===== config.mk =====
export PLATFORM = sky130hd
export DESIGN_NAME = adc_capture_ctrl
export DESIGN_NICKNAME = d
export VERILOG_FILES = /design/src/rtl/adc_capture_pkg.sv /design/src/rtl/adc_capture_pack.sv /design/src/rtl/adc_capture_ctrl.sv
export SDC_FILE = /design/constraint.sdc
export NUM_CORES = 1
export LEC_CHECK = 0
export CAP_MARGIN = 25
export CELL_PAD_IN_SITES_DETAIL_PLACEMENT = 1
export CELL_PAD_IN_SITES_GLOBAL_PLACEMENT = 2
export CORE_MARGIN = 2
export CORE_UTILIZATION = 25
export DETAILED_ROUTE_END_ITERATION = 10
export PLACE_DENSITY = 0.9
export REMOVE_ABC_BUFFERS = 1
export SLEW_MARGIN = 20
export SYNTH_ARGS = -nofsm -noshare
export SYNTH_HDL_FRONTEND = slang
export SYNTH_SLANG_ARGS = --single-unit

===== constraint.sdc =====
create_clock -name clk -period 3.5 [get_ports clk]
set_input_delay 0.7 -clock clk [delete_from_list [all_inputs] [get_ports clk]]
set_output_delay 0.7 -clock clk [all_outputs]
set_load 0.05 [all_outputs]

===== src/rtl/adc_capture_pkg.sv =====
// Shared constants for the AD9276 triggered capture controller.
// FSM state encodings, per-channel FIFO lane width and default geometry.
package adc_capture_pkg;

    localparam int NCH_DEF   = 8;
    localparam int DW_DEF    = 14;
    localparam int CNT_W_DEF = 16;
    localparam int CH_PAD    = 16;

    typedef logic [2:0] state_t;

    localparam state_t ST_IDLE    = 3'd0;
    localparam state_t ST_ARMED   = 3'd1;
    localparam state_t ST_DELAY   = 3'd2;
    localparam state_t ST_CAPTURE = 3'd3;
    localparam state_t ST_DONE    = 3'd4;

endpackage


===== src/rtl/adc_capture_pack.sv =====
// Registered frame packer: zero-extends each channel into a 16-bit FIFO lane.
// With ADC_CAPTURE_TESTPAT_EN defined, din is replaced by a per-channel ramp.
module adc_capture_pack
    import adc_capture_pkg::*;
#(
    parameter int NCH = NCH_DEF,
    parameter int DW  = DW_DEF
) (
    input  logic                    clk,
    input  logic                    rst,
    input  logic                    clr_i,
    input  logic                    keep_i,
    input  logic                    wr_i,
    input  logic [NCH*DW-1:0]       din_i,
    output logic                    fifo_wen_o,
    output logic [NCH*CH_PAD-1:0]   fifo_wdata_o
);

    logic [NCH*CH_PAD-1:0] wdata_d;

`ifdef ADC_CAPTURE_TESTPAT_EN
    logic [DW-1:0] frame_idx_q;
    logic          unused_din;

    assign unused_din = ^din_i;

    // Channel ch is offset by ch*1024 so each lane is identifiable in the dump.
    always_comb begin
        wdata_d = '0;
        for (int ch = 0; ch < NCH; ch++) begin
            wdata_d[ch*CH_PAD +: CH_PAD] = CH_PAD'(frame_idx_q + DW'(ch * 1024));
        end
    end

    // Dropped (overflowed) frames still advance the ramp, keeping it aligned in time.
    always_ff @(posedge clk) begin
        if (rst || clr_i) begin
            frame_idx_q <= '0;
        end else if (keep_i) begin
            frame_idx_q <= frame_idx_q + DW'(1);
        end
    end
`else
    logic unused_ctrl;

    assign unused_ctrl = ^{clr_i, keep_i};

    always_comb begin
        wdata_d = '0;
        for (int ch = 0; ch < NCH; ch++) begin
            wdata_d[ch*CH_PAD +: CH_PAD] = CH_PAD'(din_i[ch*DW +: DW]);
        end
    end
`endif

    // NOTE: sequential state uses non-blocking assignments so every register
    // samples pre-edge values regardless of block ordering.
    always_ff @(posedge clk) begin
        if (rst) begin
            fifo_wen_o   <= 1'b0;
            fifo_wdata_o <= '0;
        end else begin
            fifo_wen_o <= wr_i;
            if (wr_i) begin
                fifo_wdata_o <= wdata_d;
            end
        end
    end

endmodule


===== src/rtl/adc_capture_ctrl.sv =====
// Triggered capture controller downstream of the AD9276 deserializer.
// Optional ramp test pattern: define ADC_CAPTURE_TESTPAT_EN.
module adc_capture_ctrl
    import adc_capture_pkg::*;
#(
    parameter int NCH   = NCH_DEF,
    parameter int DW    = DW_DEF,
    parameter int CNT_W = CNT_W_DEF
) (
    input  logic                   clk,
    input  logic                   rst,
    input  logic                   din_valid,
    input  logic [NCH*DW-1:0]      din,
    input  logic                   dco_locked,
    input  logic                   fco_locked,
    input  logic                   arm,
    input  logic                   trig,
    input  logic [CNT_W-1:0]       delay,
    input  logic [CNT_W-1:0]       nsamp,
    input  logic [3:0]             decim,
    input  logic                   fifo_full,
    output logic                   fifo_wen,
    output logic [NCH*CH_PAD-1:0]  fifo_wdata,
    output logic                   busy,
    output logic                   done,
    output logic                   overflow,
    output logic                   lock_lost
);

    state_t           state_q, state_d;
    logic             trig_q;
    logic [CNT_W-1:0] delay_q, delay_d;
    logic [CNT_W-1:0] nsamp_q, nsamp_d;
    logic [3:0]       decim_q, decim_d;
    logic [CNT_W-1:0] dcnt_q, dcnt_d;
    logic [CNT_W-1:0] scnt_q, scnt_d;
    logic [3:0]       dec_q, dec_d;
    logic             done_q, done_d;
    logic             ovf_q, ovf_d;
    logic             ll_q, ll_d;
    logic             locks_ok, trig_rise;
    logic             keep, wr, cap_start;

    assign locks_ok  = dco_locked & fco_locked;
    assign trig_rise = trig & ~trig_q;

    always_comb begin
        state_d   = state_q;
        delay_d   = delay_q;
        nsamp_d   = nsamp_q;
        decim_d   = decim_q;
        dcnt_d    = dcnt_q;
        scnt_d    = scnt_q;
        dec_d     = dec_q;
        done_d    = done_q;
        ovf_d     = ovf_q;
        ll_d      = ll_q;
        keep      = 1'b0;
        wr        = 1'b0;
        cap_start = 1'b0;

        case (state_q)
            ST_IDLE, ST_DONE: begin
                if (arm) begin
                    if (locks_ok) begin
                        state_d = ST_ARMED;
                        done_d  = 1'b0;
                        ovf_d   = 1'b0;
                        ll_d    = 1'b0;
                        delay_d = delay;
                        nsamp_d = nsamp;
                        decim_d = decim;
                    end else begin
                        ll_d = 1'b1;
                    end
                end
            end
            ST_ARMED, ST_DELAY, ST_CAPTURE: begin
                // Lock loss pre-empts everything, including a frame in this same cycle.
                if (!locks_ok) begin
                    state_d = ST_IDLE;
                    ll_d    = 1'b1;
                    done_d  = 1'b0;
                end else if (state_q == ST_ARMED) begin
                    if (trig_rise) begin
                        if (nsamp_q == '0) begin
                            state_d = ST_DONE;
                            done_d  = 1'b1;
                        end else if (delay_q != '0) begin
                            state_d = ST_DELAY;
                            dcnt_d  = '0;
                        end else begin
                            state_d   = ST_CAPTURE;
                            cap_start = 1'b1;
                        end
                    end
                end else if (state_q == ST_DELAY) begin
                    if (din_valid) begin
                        dcnt_d = dcnt_q + CNT_W'(1);
                        if (dcnt_q + CNT_W'(1) == delay_q) begin
                            state_d   = ST_CAPTURE;
                            cap_start = 1'b1;
                        end
                    end
                end else if (din_valid) begin
                    dec_d = (dec_q == decim_q) ? 4'd0 : dec_q + 4'd1;
                    if (dec_q == 4'd0) begin
                        keep   = 1'b1;
                        wr     = ~fifo_full;
                        ovf_d  = ovf_q | fifo_full;
                        scnt_d = scnt_q + CNT_W'(1);
                        if (scnt_q + CNT_W'(1) == nsamp_q) begin
                            state_d = ST_DONE;
                            done_d  = 1'b1;
                        end
                    end
                end
            end
            default: state_d = ST_IDLE;
        endcase

        if (cap_start) begin
            dec_d  = 4'd0;
            scnt_d = '0;
        end
    end

    always_ff @(posedge clk) begin
        if (rst) begin
            state_q <= ST_IDLE;
            trig_q  <= 1'b0;
            delay_q <= '0;
            nsamp_q <= '0;
            decim_q <= '0;
            dcnt_q  <= '0;
            scnt_q  <= '0;
            dec_q   <= '0;
            done_q  <= 1'b0;
            ovf_q   <= 1'b0;
            ll_q    <= 1'b0;
        end else begin
            state_q <= state_d;
            trig_q  <= trig;
            delay_q <= delay_d;
            nsamp_q <= nsamp_d;
            decim_q <= decim_d;
            dcnt_q  <= dcnt_d;
            scnt_q  <= scnt_d;
            dec_q   <= dec_d;
            done_q  <= done_d;
            ovf_q   <= ovf_d;
            ll_q    <= ll_d;
        end
    end

    assign busy      = (state_q == ST_ARMED) || (state_q == ST_DELAY) || (state_q == ST_CAPTURE);
    assign done      = done_q;
    assign overflow  = ovf_q;
    assign lock_lost = ll_q;

    adc_capture_pack #(
        .NCH (NCH),
        .DW  (DW)
    ) u_pack (
        .clk          (clk),
        .rst          (rst),
        .clr_i        (cap_start),
        .keep_i       (keep),
        .wr_i         (wr),
        .din_i        (din),
        .fifo_wen_o   (fifo_wen),
        .fifo_wdata_o (fifo_wdata)
    );

endmodule

Word-level counts from Yosys, hierarchy flattened. Cells that the tools add are included.

Bits in read-only memories: 0. Logic and storage cells: 127. Output and inout bits: 133. Memory bits (writable): 0. Input port bits: 156. Bits in registers: 192. Latch bits: 0. Memories kept: 0.

Reductions and logical operators: 20. Magnitude comparators: 0. Add/subtract/negate cells: 3. Divide/modulo/power cells: 0. Bitwise gates (word level): 7. Shifts and indexed selects: 0. Muxes and demuxes: 57. Equality and inequality tests: 27. $mul: 0.

Operator list (count): 16-bit 2-to-1 mux (6); 3-bit 2-to-1 mux (12); 1-bit 2-to-1 mux (34); 16-bit by 1-bit adder with 16-bit output, second input constant (2); 16-bit == test (2); 4-bit != test, second input constant (6); 2-bit != test, second input constant (11); 16-bit logical NOT (1); 16-bit nonzero test (1); 5-bit != test, second input constant (3); 7-bit AND reduction (2); 9-bit AND reduction (1); 8-bit AND reduction (1); 3-bit by 2-bit == test with 1-bit output, second input constant (2); 1-bit case mux with 2 select lines (3); 3-bit case mux with 2 select lines (1); 3-bit AND reduction (2); 6-bit AND reduction (1); 2-bit nonzero test (3); 5-bit AND reduction (1); 4-bit by 1-bit adder with 4-bit output, second input constant (1); 4-bit == test (1); 4-bit logical NOT (1); 4-bit 2-to-1 mux (1); 9 further kinds (15).

Longest topological paths before layout.
Word-level depth: 9. Gate-level depth with buffers: 11. Mapped depth without buffers: 9.

Cells and area by module. Synthesis repeated with hierarchy kept, for this count alone.

Cell total of the unflattened synthesis: 978. Area total of the unflattened synthesis: 8658.3 um^2.

Modules (own cells, without submodules): adc_capture_ctrl (sequential area each 1581.5 um^2, cells each 597, area each 4513.1 um^2, times used 1); adc_capture_pack (sequential area each 2262.2 um^2, cells each 381, area each 4145.2 um^2, times used 1).

Worst setup path before layout. OpenSTA, ideal clock, no wires.

Kind: register -> register. From: register state_q[0]. To: register dcnt_q[2]. Setup time: 70 ps. Buffers on the path: 1. Slack: 827 ps. Required time: 3430 ps. Cell stages (with the launch flop): 8. Period minus slack after synthesis: 2673 ps. Data arrival time: 2602 ps. Cell sequence: dfxtp_1 -> clkbuf_1 -> nor2_1 -> nor2_1 -> nand3_1 -> a211o_1 -> or3b_2 -> a21oi_1.

Word-level cells in the longest chain between the ends: 3. Elaborated cells between the ends (all ways): 11. Those cells by class: eq/ne: 6; mux: 1; reduce/logical: 4.

Ends and longest elaborated chain: from (decl) (line adc_capture_ctrl.sv:30) `state_t state_q, state_d;`; from (signal assigned) (line adc_capture_ctrl.sv:142) `state_q <= state_d;`; 3-bit by 1-bit == test with 1-bit output, or another cell as far along (line adc_capture_ctrl.sv:62, adc_capture_ctrl.sv:84); 2-bit != test (no line), or another cell as far along; 7-bit AND reduction (no line); to (signal assigned) (line adc_capture_ctrl.sv:147) `dcnt_q <= dcnt_d;`; to (decl) (line adc_capture_ctrl.sv:35) `logic [CNT_W-1:0] dcnt_q, dcnt_d;`.

Several ways; a longest one is shown, not always the timed one. A chain may end at the register's enable or synchronous reset.

Worst setup path in the final report.
From: register state_q[0]. To: output port busy.

Word-level cells in the longest chain between the ends: 3. Elaborated cells between the ends (all ways): 5. Those cells by class: eq/ne: 3; reduce/logical: 2.

Ends and longest elaborated chain: 3-bit by 1-bit == test with 1-bit output or 3-bit by 2-bit == test with 1-bit output (tied branches) (line adc_capture_ctrl.sv:156) `assign busy = (state_q == ST_ARMED) || (state_q == ST_DELAY) || (state_q == ST_CAPTURE);`; 1-bit logical OR (line adc_capture_ctrl.sv:156); 1-bit logical OR (*) (line adc_capture_ctrl.sv:156); to (decl) (line adc_capture_ctrl.sv:24) `output logic busy,`.

Every way passes the cells marked *; elsewhere a longest branch is shown, timed or not.

==> impl_metrics.csv <==
group,metric,value,unit
worst_setup_path,r2r-end,"done",
worst_setup_path,endpoint,"busy",
clocking,htreeDepth,4,
routing,postRouteAntennaNets,0,
final_layout,fillers,3972,
sta,hold_viol,0,
synth,synth-edff-count,0,
synth,synth-seq-cells,192,
clocking,ctsHoldBuffers,0,
routing,drcViolationCount,0,
floorplan,fp.dieH,189,µm
synth,synth_ff_type,"dfxtp_1",
routing,vias,8494,
hold_path,holdCritStartpoint,"u_pack.fifo_wdata_o[88]",
global_route,antenna_found_initial,1,
clocking,clk_latency,450,ps
worst_setup_path,arrival,2330,ps
placement,hpwl,21.5,mm
final_layout,nNetsFinal,1498,
global_route,grt_pass1_wl,47.1,mm
floorplan,io_pins,289,
floorplan,die_x,189,µm
synth,synth_area,8540,µm²
power,p_leak,4.04,nW
routing,wire_per_inst,16.5,µm
worst_setup_path,r2r.worst_path.cells,9,
routing,viasPerCell,4.72,
worst_setup_path,cp_common_cell,"nor2_1",
hold_path,hold_path_class,"reg2reg",
clocking,clk_path_buf_depth,2,
floorplan,fp.coreArea,33600,µm²
routing,drt_iter0_markers,350,
power,peakVddDrop,0.333,mV
synth,synth_warnings,0,
placement,io_buffer_count,272,
global_route,grtUsageTotal,0.166,
routing,dr.pass1.iters,4,
worst_setup_path,crit_buf_inv,1,
synth,ys_types,67,
clocking,root_buffer,"clkbuf_16",
worst_setup_path,critPathRequiredTime,2800,ps
floorplan,num_rows,67,
sta,fin_ws,468,ps
worst_setup_path,startpoint_type,"flop",
floorplan,die-area,35700,µm²
clocking,cts_resized,0,
power,power_density,391,nW/µm²
global_route,grt_pass1_vias,8907,
sta,setup_viol,0,
synth,synth_area_per_cell,7.72,µm²
sta,worst_pin_slew,928,ps
worst_setup_path,slowest_delay,870,ps
worst_setup_path,path_delay_family,"buffers and inverters",
clocking,cts_tree,"yes",
clocking,cts_setup_buffers,0,
worst_setup_path,worst_setup_path_end_kind,"output port",
worst_setup_path,criticalPathCategory,"reg2out",
final_layout,drive_gt1_frac,0.0489,
sta,rsz0062_at_grt,"no",
final_layout,area_growth,43.2,%
power,p_total,4.79,mW
placement,place.gp.congestion,0.865,
clocking,clk_pin_slew_worst_paths,70,ps
worst_setup_path,crit_chain,"nor2_1 -> nor2_1 -> clkdlybuf4s50_1",
clocking,cts_buffers,17,
synth,syn_inst,1106,
job,max_cap_violations,0,
clocking,clkSinkCount,192,
worst_setup_path,slowest_stage,"clkdlybuf4s50_1",
worst_setup_path,rr_startpoint,"scnt_q[0]",
floorplan,initial_utilization,0.254,
status,outcome,"finished clean",
worst_setup_path,reg2reg_slack,640,ps
routing,wirelength,29.6,mm
worst_setup_path,crit_cells,3,
global_route,overflow,0,
sta,period_minus_slack,3030,ps
sta,fin_crit_sh,0.866,
sta,max-slew-margin-rel,0.380,
worst_setup_path,startpoint,"state_q[0]",
placement,place_ws,487,ps
worst_setup_path,worstPathMaxFanout,11,
sta,finalMaxSlewViolations,0,
sta,max_freq,330,MHz
sta,clock_skew,8.92,ps
synth,async_reset_ff_frac,0,
global_route,grt_max_degree,95,
synth,seq_area_frac_synth,0.450,
## layer usage
layer | track usage | part of all wire | vias to the layer above
met4 | 0.0463 | 0.018 | 0
met2 | 0.284 | 0.49 | 214
met5 | 0 | 0 | -
li1 | - | - | 4161
met1 | 0.189 | 0.42 | 4080
met3 | 0.0700 | 0.080 | 39
## worst register-to-register path, stage by stage (launching register included)
cell       delay, ps
dfxtp_1          540
ha_1             320
nand3_4          160
or4_4            590
a2111oi_4        350
o211a_1          200
and4_4           260
nand3_2           80
nand3_2          140
a32o_1           170
## how the worst min path moves through the flow
stage | to | slack [ps] | depth (start not counted)
2_1_floorplan | decim_q[3] | 440 | 2
3_3_place_gp | u_pack.fifo_wdata_o[122] | 440 | 2
3_5_place_dp | u_pack.fifo_wdata_o[88] | 450 | 2
4_1_cts | u_pack.fifo_wdata_o[88] | 460 | 2
5_1_grt | u_pack.fifo_wdata_o[67] | 470 | 2
6_report | u_pack.fifo_wdata_o[88] | 450 | 2
## through the flow
stage	hold WS (ps)	instance area [µm²]	utilization	TNS, ps	cells
floorplan	442	8170	-	-192150	1031
global placement	441	11600	0.346	0	1767
detailed placement	446	11600	0.346	0	1767
CTS	457	12200	0.364	0	1798
global route	474	12200	0.364	0	1798
finish	453	12200	0.364	0	1799
## cells in the final DEF, fill, tap and decap left out, drive strengths merged, types with 3 or more instances in the layout
cell / n
o211a: 3
dfxtp: 192
o31ai: 3
nor2: 50
nor3b: 4
a31oi: 4
nand2: 320
clkinv: 5
and2: 6
and3: 6
nor3: 11
conb: 16
a22oi: 3
xor2: 20
clkbuf: 17
o21ai: 25
nor2b: 10
or4: 4
nand2b: 8
and4: 8
nand3: 27
a21oi: 185
clkdlybuf4s50: 271
ha: 4
or3: 13
buf: 17
nand3b: 4
nand4: 11
a211o: 3
xnor2: 31
nor4: 16
inv: 12
## cells in the mapped netlist, types with 3 or more instances
master    number  area, µm²
nand2b_1       8       50.1
inv_1          7       26.3
a22oi_1        3       22.5
nand3b_1       4       30.0
a211o_1        3       26.3
and4_1         7       61.3
dfxtp_1      192       3840
nand4_1        9       56.3
o21ai_0       24        120
buf_1          4       15.0
buf_4         19        143
nor2_1        50        188
nand3_1       24        120
clkbuf_1      51        191
xnor2_1       31        272
a31oi_1        4       25.0
o211a_1        3       30.0
or4_1          3       22.5
o31ai_1        3       22.5
nor3b_1        3       22.5
and3_1         6       37.5
nor2b_1       10       62.6
nor4_1        16        100
or3_1         13       81.3
and2_1         5       31.3
ha_1           4       50.1
a21oi_1      185        926
buf_2         16       80.1
nor3_1        11       55.1
nand2_1      320       1200
xor2_1        20        175
## logic make-up (layout without fill, tap and decap cells)
family / after synthesis / count (layout) / share of synthesized area
other cells: 1 / 17 / 0.000439
flops: 192 / 192 / 0.450
buf+inv: 97 / 326 / 0.0533
compound gates: 253 / 253 / 0.167
mux: 2 / 2 / 0.00234
simple gates: 506 / 506 / 0.268
xor+xnor: 51 / 51 / 0.0523
fa+ha+maj: 4 / 4 / 0.00586
## state kept, by name, summed over array words and instances (netlist names), 3 cells and up
signal / count
dec_q: 4
delay_q: 16
u_pack.fifo_wdata_o: 112
state_q: 3
scnt_q: 16
dcnt_q: 16
decim_q: 4
nsamp_q: 16
## area by class of cell
class	count	area (µm²)	share of cell area
timing repair buffer	288	2890	0.237
inverter	7	26.3	0.00215
sequential	192	3840	0.314
tap	448	561	0.0458
clock buffer	17	425	0.0348
multi-input combinational	832	4320	0.353
antenna	1	2.50	0.000205
clock inverter	14	159	0.0130
## report_power, final
part           leakage, nW  internal, mW  switching (mW)
clock                0.285          1.07           0.948
combinational         2.21         0.255           0.277
sequential            1.55          2.21          0.0334
total                 4.04          3.53            1.26
Power figures use the tool's default switching activity.
